==> src/rtl/tone_controller.sv <==
// tone_controller: plays one note at a time through a sine_reader.
// It latches a note (phase step and beat count), issues one generate_next per sample tick,
// captures the returned sample and counts beats until the note expires. A request that is
// still in flight when the last beat lands is drained before the note is reported done.
module tone_controller #(
  parameter int unsigned STEP_WIDTH   = 20,
  parameter int unsigned SAMPLE_WIDTH = 16,
  parameter int unsigned DUR_WIDTH    = 6
) (
  input  logic                    clk,
  input  logic                    reset,
  input  logic                    play_en,
  input  logic                    load_note,
  input  logic [STEP_WIDTH-1:0]   note_step,
  input  logic [DUR_WIDTH-1:0]    note_duration,
  input  logic                    beat,
  input  logic                    sample_tick,
  input  logic                    sample_ready,
  input  logic [SAMPLE_WIDTH-1:0] sample_in,
  output logic [STEP_WIDTH-1:0]   step_size,
  output logic                    generate_next,
  output logic                    note_busy,
  output logic                    done_with_note,
  output logic [SAMPLE_WIDTH-1:0] sample_out,
  output logic                    sample_valid,
  output logic                    overrun
);

  localparam logic [1:0] StIdle  = 2'd0;
  localparam logic [1:0] StPlay  = 2'd1;
  localparam logic [1:0] StDrain = 2'd2;

  logic [1:0]              state_q, state_d;
  logic [STEP_WIDTH-1:0]   step_q, step_d;
  logic [DUR_WIDTH-1:0]    remaining_q, remaining_d;
  logic                    pending_q, pending_d;
  logic                    overrun_q, overrun_d;
  logic [SAMPLE_WIDTH-1:0] sample_q, sample_d;
  logic                    valid_q, valid_d;
  logic                    gen_q, gen_d;
  logic                    done_q, done_d;
  logic                    busy_q, busy_d;

  logic capture;
  logic pend_eff;
  logic tick_go;
  logic beat_go;
  logic final_beat;

  // Event decode; a sample returning this cycle frees the slot for a coincident tick.
  always_comb begin
    capture    = sample_ready && pending_q;
    pend_eff   = pending_q && !sample_ready;
    tick_go    = sample_tick && play_en;
    beat_go    = beat && play_en;
    final_beat = beat_go && (remaining_q == DUR_WIDTH'(1));
  end

  // Next-state logic for the note sequencer and all registered outputs.
  always_comb begin
    state_d     = state_q;
    step_d      = step_q;
    remaining_d = remaining_q;
    pending_d   = pending_q;
    overrun_d   = overrun_q;
    sample_d    = sample_q;
    valid_d     = 1'b0;
    gen_d       = 1'b0;
    done_d      = 1'b0;

    case (state_q)
      StIdle: begin
        // Idle outputs fall to zero one cycle after the done pulse.
        step_d      = '0;
        sample_d    = '0;
        pending_d   = 1'b0;
        remaining_d = '0;
        if (load_note) begin
          if (note_duration != '0) begin
            step_d      = note_step;
            remaining_d = note_duration;
            state_d     = StPlay;
          end else begin
            done_d = 1'b1;
          end
        end
      end

      StPlay: begin
        if (capture) begin
          sample_d  = sample_in;
          valid_d   = 1'b1;
          pending_d = 1'b0;
        end
        if (final_beat) begin
          // The note ends here; a coincident tick is not serviced.
          remaining_d = '0;
          if (pend_eff) begin
            state_d = StDrain;
          end else begin
            state_d = StIdle;
            done_d  = 1'b1;
          end
        end else begin
          if (beat_go && (remaining_q != '0)) begin
            remaining_d = remaining_q - DUR_WIDTH'(1);
          end
          if (tick_go) begin
            if (step_q == '0) begin
              // Rest: emit silence at the sample rate without touching sine_reader.
              sample_d = '0;
              valid_d  = 1'b1;
            end else if (!pend_eff) begin
              gen_d     = 1'b1;
              pending_d = 1'b1;
            end else begin
              overrun_d = 1'b1;
            end
          end
        end
      end

      StDrain: begin
        if (capture) begin
          sample_d  = sample_in;
          valid_d   = 1'b1;
          pending_d = 1'b0;
          done_d    = 1'b1;
          state_d   = StIdle;
        end
      end

      default: begin
        state_d = StIdle;
      end
    endcase

    busy_d = (state_d != StIdle);
  end

  // State and output registers, cleared asynchronously.
  always_ff @(posedge clk or posedge reset) begin
    if (reset) begin
      state_q     <= StIdle;
      step_q      <= '0;
      remaining_q <= '0;
      pending_q   <= 1'b0;
      overrun_q   <= 1'b0;
      sample_q    <= '0;
      valid_q     <= 1'b0;
      gen_q       <= 1'b0;
      done_q      <= 1'b0;
      busy_q      <= 1'b0;
    end else begin
      state_q     <= state_d;
      step_q      <= step_d;
      remaining_q <= remaining_d;
      pending_q   <= pending_d;
      overrun_q   <= overrun_d;
      sample_q    <= sample_d;
      valid_q     <= valid_d;
      gen_q       <= gen_d;
      done_q      <= done_d;
      busy_q      <= busy_d;
    end
  end

  // Outputs come straight from registers.
  always_comb begin
    step_size      = step_q;
    generate_next  = gen_q;
    note_busy      = busy_q;
    done_with_note = done_q;
    sample_out     = sample_q;
    sample_valid   = valid_q;
    overrun        = overrun_q;
  end

endmodule
==> config.mk <==
export PLATFORM = sky130hd
export DESIGN_NAME = tone_controller
export DESIGN_NICKNAME = d
export VERILOG_FILES = /design/src/rtl/tone_controller.sv
export SDC_FILE = /design/constraint.sdc
export NUM_CORES = 1
export LEC_CHECK = 0
export CELL_PAD_IN_SITES_DETAIL_PLACEMENT = 1
export CELL_PAD_IN_SITES_GLOBAL_PLACEMENT = 2
export CORE_ASPECT_RATIO = 0.5
export CORE_UTILIZATION = 28
export CTS_CLUSTER_DIAMETER = 200
export DETAILED_ROUTE_END_ITERATION = 8
export PLACE_DENSITY = 0.82
export SLEW_MARGIN = 20
export SYNTH_ARGS = -nofsm -noshare
export SYNTH_HDL_FRONTEND = slang
export SYNTH_SLANG_ARGS = --single-unit
export TNS_END_PERCENT = 5
==> constraint.sdc <==
create_clock -name clk -period 3.84 [get_ports clk]
set_input_delay 0.96 -clock clk [delete_from_list [all_inputs] [get_ports clk]]
set_output_delay 0.96 -clock clk [all_outputs]
set_load 0.01 [all_outputs]
### Word-level counts from Yosys, hierarchy flattened

Cells that the tools add are included.

* word-level logic and storage cells: 71
* output and inout bits: 41
* register bits: 50
* bits of input ports: 49

* reduce and logical (&&, ||, !) cells: 16
* eq/ne operators: 4
* bitwise logic cells: 2
* muxes and demuxes: 38
* add/subtract/negate cells: 1

Operators with widths (number)
* $mux W16: 4
* $pmux W16 S3: 1
* $mux W20: 2
* $mux W6: 4
* $logic_not A20 Y1: 1
* $mux W1: 17
* $pmux W6 S2: 1
* $reduce_bool A6 Y1: 2
* $mux W2: 5
* $eq A6 B1 Y1 const B: 1
* $logic_and A1 B1 Y1: 6
* $pmux W1 S3: 2
* $pmux W2 S3: 1
* $sub A6 B1 Y6 const B: 1
* $reduce_and A5 Y1: 1
* $reduce_bool A2 Y1: 2
* $ne A3 B3 Y1 const B: 1
* $reduce_bool A3 Y1: 1
* $eq A2 B1 Y1 const B: 1
* $eq A2 B2 Y1 const B: 1
* $logic_not A2 Y1: 1
* $not A1 Y1: 2
* $pmux W1 S2: 1
* $reduce_and A2 Y1: 1
* $logic_not A1 Y1: 1

### Longest topological paths before layout

* word-level depth: 7
* mapped depth: 8
* mapped depth without buffers: 7

### Worst setup path before layout

Ideal clock, no wire load.

* kind: input -> register
* start: in beat
* end: reg sample_q[0] (netlist: sample_out[0])
* data required time: 3.719 ns
* cell stages on the path: 6
* slack: 1.902 ns
* buffers on the path: 1
* setup time: 0.121 ns
* data arrival time: 1.817 ns
* cell sequence: nand2_1 > nor2_4 > nor3_2 > o21ai_2 > buf_6 > a22o_1

* word-level cells in the longest chain between the ends: 4

RTL lines
* from (decl): RTL line 16 `input logic beat,`
* $logic_and A1 B1 Y1: RTL line 55 `beat_go = beat && play_en;`
* $logic_and A1 B1 Y1: RTL line 56 `final_beat = beat_go && (remaining_q == DUR_WIDTH'(1));`
* $mux W16: RTL line 95 `if (final_beat) begin`
* $pmux W16 S3: RTL line 71 `case (state_q)`
* to (signal assigned): RTL line 160 `sample_q <= sample_d;`
* to (decl): RTL line 38 `logic [SAMPLE_WIDTH-1:0] sample_q, sample_d;`

No other way between the ends.
A chain may end at the register's enable or synchronous reset.

### Worst setup path after layout

* start: in play_en
* end: reg remaining_q[5]

* word-level cells in the longest chain between the ends: 4
* elaborated cells on any way between the ends: 7
* those cells by class: 1 x eq/ne; 2 x mux; 4 x reduce/logical

RTL lines
* from (decl): RTL line 12 `input logic play_en,`
* $logic_and A1 B1 Y1 *: RTL line 55
* $logic_and A1 B1 Y1, on equally long branches: RTL line 56, 105
* $mux W6 / $ne A3 B3 Y1 (equally long branches)
* $pmux W6 S2 / $reduce_and A2 Y1 (equally long branches)
* to (signal assigned): RTL line 157 `remaining_q <= remaining_d;`
* to (decl): RTL line 35 `logic [DUR_WIDTH-1:0] remaining_q, remaining_d;`

Mark *: on every way between the ends. The rest lies on a longest branch, timed or not.

==> results.py <==
metrics = {
    "timing": {
        "worst_hold_slack_ns": 0.4796,
        "maxSlewHeadroom_pct": 41.89,
        "fin_crit_sh_pct": 66.76,
        "setup_tns_ns": 0,
        "setup_viol": 0,
        "worstMarginPinSlew_ns": 0.8706,
        "hold_viol": 0,
        "fmax_ghz": 0.3901,
        "skew_ns": 0.004780,
        "timing.final.crit_period_ns": 2.564,
        "rsz0062_at_grt": "no",
        "slew_viol_final": 0,
    },
    "clocking": {
        "cts_sinks": 50,
        "clockRootBuffer": "clkbuf_16",
        "cts_tree": "done",
        "clkLatencyLatePin_ns": 0.28,
        "cts_hold_repair.buffers": 0,
        "post_cts_buffers": 0,
        "clk_path_buf_depth": 2,
        "numCtsBuffers": 5,
        "cts_resized": 0,
        "clk_pin_slew_ns": 0.07,
        "htree_levels": 2,
    },
    "power": {
        "seq_power_share_pct": 36.9,
        "p_clk_share_pct": 20.7,
        "power_frac_comb_pct": 42.4,
        "peakVddDrop_v": 0.0002330,
        "power_density_nw_per_um2": 630.7,
        "switching_share_pct": 35.87,
        "power.switching_mw": 0.7659,
        "internal-power_mw": 1.369,
        "cellLeakagePower_nw": 1.434,
    },
    "hold_path": {
        "min_path_type": "flip-flop to flip-flop",
        "hold_start": "overrun",
    },
    "cells_and_area": {
        "final_net_count": 338,
        "fin_cells": 391,
        "final_layout_size_suffix_gt1_share_pct": 5.654,
        "fillerInstances": 854,
        "final_area_um2": 3386,
        "synthToLayoutAreaGrowth_pct": 51.00,
        "num_antenna_cells": 0,
        "layout_common_cells": "clkdlybuf4s50_1 (89), dfrtp_1 (50), a22o_1 (40)",
        "final_common_cell": "clkdlybuf4s50_1",
        "final_core_util_pct": 44.89,
    },
    "routing": {
        "routed_via_density": 4.918,
        "wl_per_cell_um": 16.85,
        "totalWireLength_mm": 6.587,
        "vias": 1923,
        "firstDrtPassIters": 4,
        "drc": 0,
        "drt_iter0_drc": 60,
        "final_antenna_net_count": 0,
    },
    "synthesis": {
        "synth.distinct_cells": 34,
        "synthArstFlopShare_pct": 100.0,
        "ys_seq_elements": 50,
        "synth_top_area_share_pct": 55.80,
        "syn_area_um2": 2242,
        "ys_seq_area_share_pct": 55.80,
        "synth_edf_count": 0,
        "synth_top_cell_by_area": "dfrtp_1",
        "synth_warnings": 0,
        "yosys_most_used_dff": "dfrtp_1",
        "avgSynthCellArea_um2": 11.62,
        "synth_area_leaders": "dfrtp_1 (56%), a22o_1 (16%), ha_1 (3.9%)",
        "syn_nets": 249,
        "syn_inst": 193,
    },
    "job": {
        "maxCapViolCount": 0,
    },
    "setup_path": {
        "cp.required_ns": 4.01,
        "crit_arrival_ns": 2.73,
        "path_class": "primary input to flip-flop",
        "reg2reg_from": "state_q[1]",
        "cp_slowest_cell": "o22ai_1",
        "crit_path_start": "play_en",
        "slowest_delay_ns": 0.65,
        "cp-end-kind": "flip-flop",
        "startpoint_type": "primary input",
        "critPathMaxFanout": 12,
        "path_cells": "clkdlybuf4s50_1 > nand3_1 > o22ai_1 > o21ai_0 > a22o_1",
    },
    "floorplanning": {
        "die_h_um": 65.28,
        "core_region_area_um2": 7542,
        "rows": 22,
        "initial_utilization_pct": 29.73,
        "num_io_pins": 90,
        "dieArea_um2": 8391,
        "die_x_um": 128.6,
    },
    "run_status": {
        "status": "finished clean",
    },
    "placed_design": {
        "port_buffers": 89,
        "placed_cell_area_um2": 3233,
        "placed_cells": 383,
        "routabilityCongestion": 0.8256,
        "hpwlAfterDp_mm": 4.913,
    },
    "global_routing": {
        "grt_max_degree": 51,
        "grt_pass1_wl_mm": 10.63,
        "track_usage_pct": 16.48,
        "grt_pass1_vias": 2063,
        "antenna_found_initial": 0,
        "overflow": 0,
    },
}
[cell usage after synthesis, types with 2 or more instances]
cell and number:
nor4_1 6, nor3b_1 3, a22o_1 40, dfrtp_1 50, a21oi_1 6, nor2_1 10, or3_1 2, a32o_1 2
nand2b_1 3, nor3_1 2, inv_1 7, and3_1 2, nand3_1 5, o21bai_1 2, nand2_1 7, ha_1 7
nand4_1 3, o21ai_0 8, nor2b_1 5, clkbuf_1 5, o21ai_2 3, a211oi_1 3
[metal layers]
layer	vias up	wire (um)	track usage, %
li1	910	-	-
met1	967	3195	21.66
met2	40	3178	28.31
met3	6	172	3.339
met4	0	40	3.382
met5	-	0	0
[path summary, 6_finish.rpt]
path | to | slack (ns) | cells after the start
min in group asynchronous | sample_out[14] | 1.16 | 2
setup reg to reg | remaining_q[5] | 1.41 | 6
hold reg to reg | overrun | 0.48 | 1
hold / removal | overrun | 0.48 | 1
max in group asynchronous | step_size[9] | 2.17 | 2
setup / recovery | remaining_q[5] | 1.28 | 5
[kinds of logic (layout without fill, tap and decap cells)]
kind of cell,after synthesis,after routing,synth area share [%]
compound gates,70,70,24.50
fa+ha+maj,7,7,3.906
buf+inv,15,105,3.069
flops,50,50,55.80
simple gates,51,51,12.72
[final cells by class]
class	count	area, um^2	share of cell area [%]
Clock buffer	6	138.9	4.102
Clock inverter	2	12.51	0.3695
Inverter	7	27.53	0.8130
Tap cell	108	135.1	3.991
Timing Repair Buffer	90	898.4	26.53
Multi-Input combinational cell	128	922.1	27.24
Sequential cell	50	1251	36.95
[power by group through the flow]
stage | clock network (mW) | logic [mW] | registers, mW
after floorplan | 0 | 0.469 | 0.820
after global placement | 0 | 0.881 | 0.788
after detailed placement | 0 | 0.905 | 0.796
after CTS | 0.455 | 0.908 | 0.789
after global routing | 0.472 | 0.984 | 0.809
final | 0.441 | 0.906 | 0.788
[critical path, delay by kind of cell]
kind,cells,cell delay [ns]
simple gates,1,0.10
buf+inv,1,0.54
compound gates,3,1.13
[sequential cells by signal, indices dropped and copies added, names as in the netlist]
| register | flops |
|---|---|
| overrun | 1 |
| generate_next | 1 |
| state_q | 2 |
| remaining_q | 6 |
| note_busy | 1 |
| sample_valid | 1 |
| pending_q | 1 |
| sample_out | 16 |
| done_with_note | 1 |
| step_size | 20 |
[stage by stage]
step                      power (mW)  setup WS [ns]
after CTS                      2.152          1.305
after global placement         1.670          1.095
final                          2.135          1.277
after floorplan                1.290          1.679
after global routing           2.265          1.120
after detailed placement       1.701         0.9994
(Power assumes the default switching activity.)
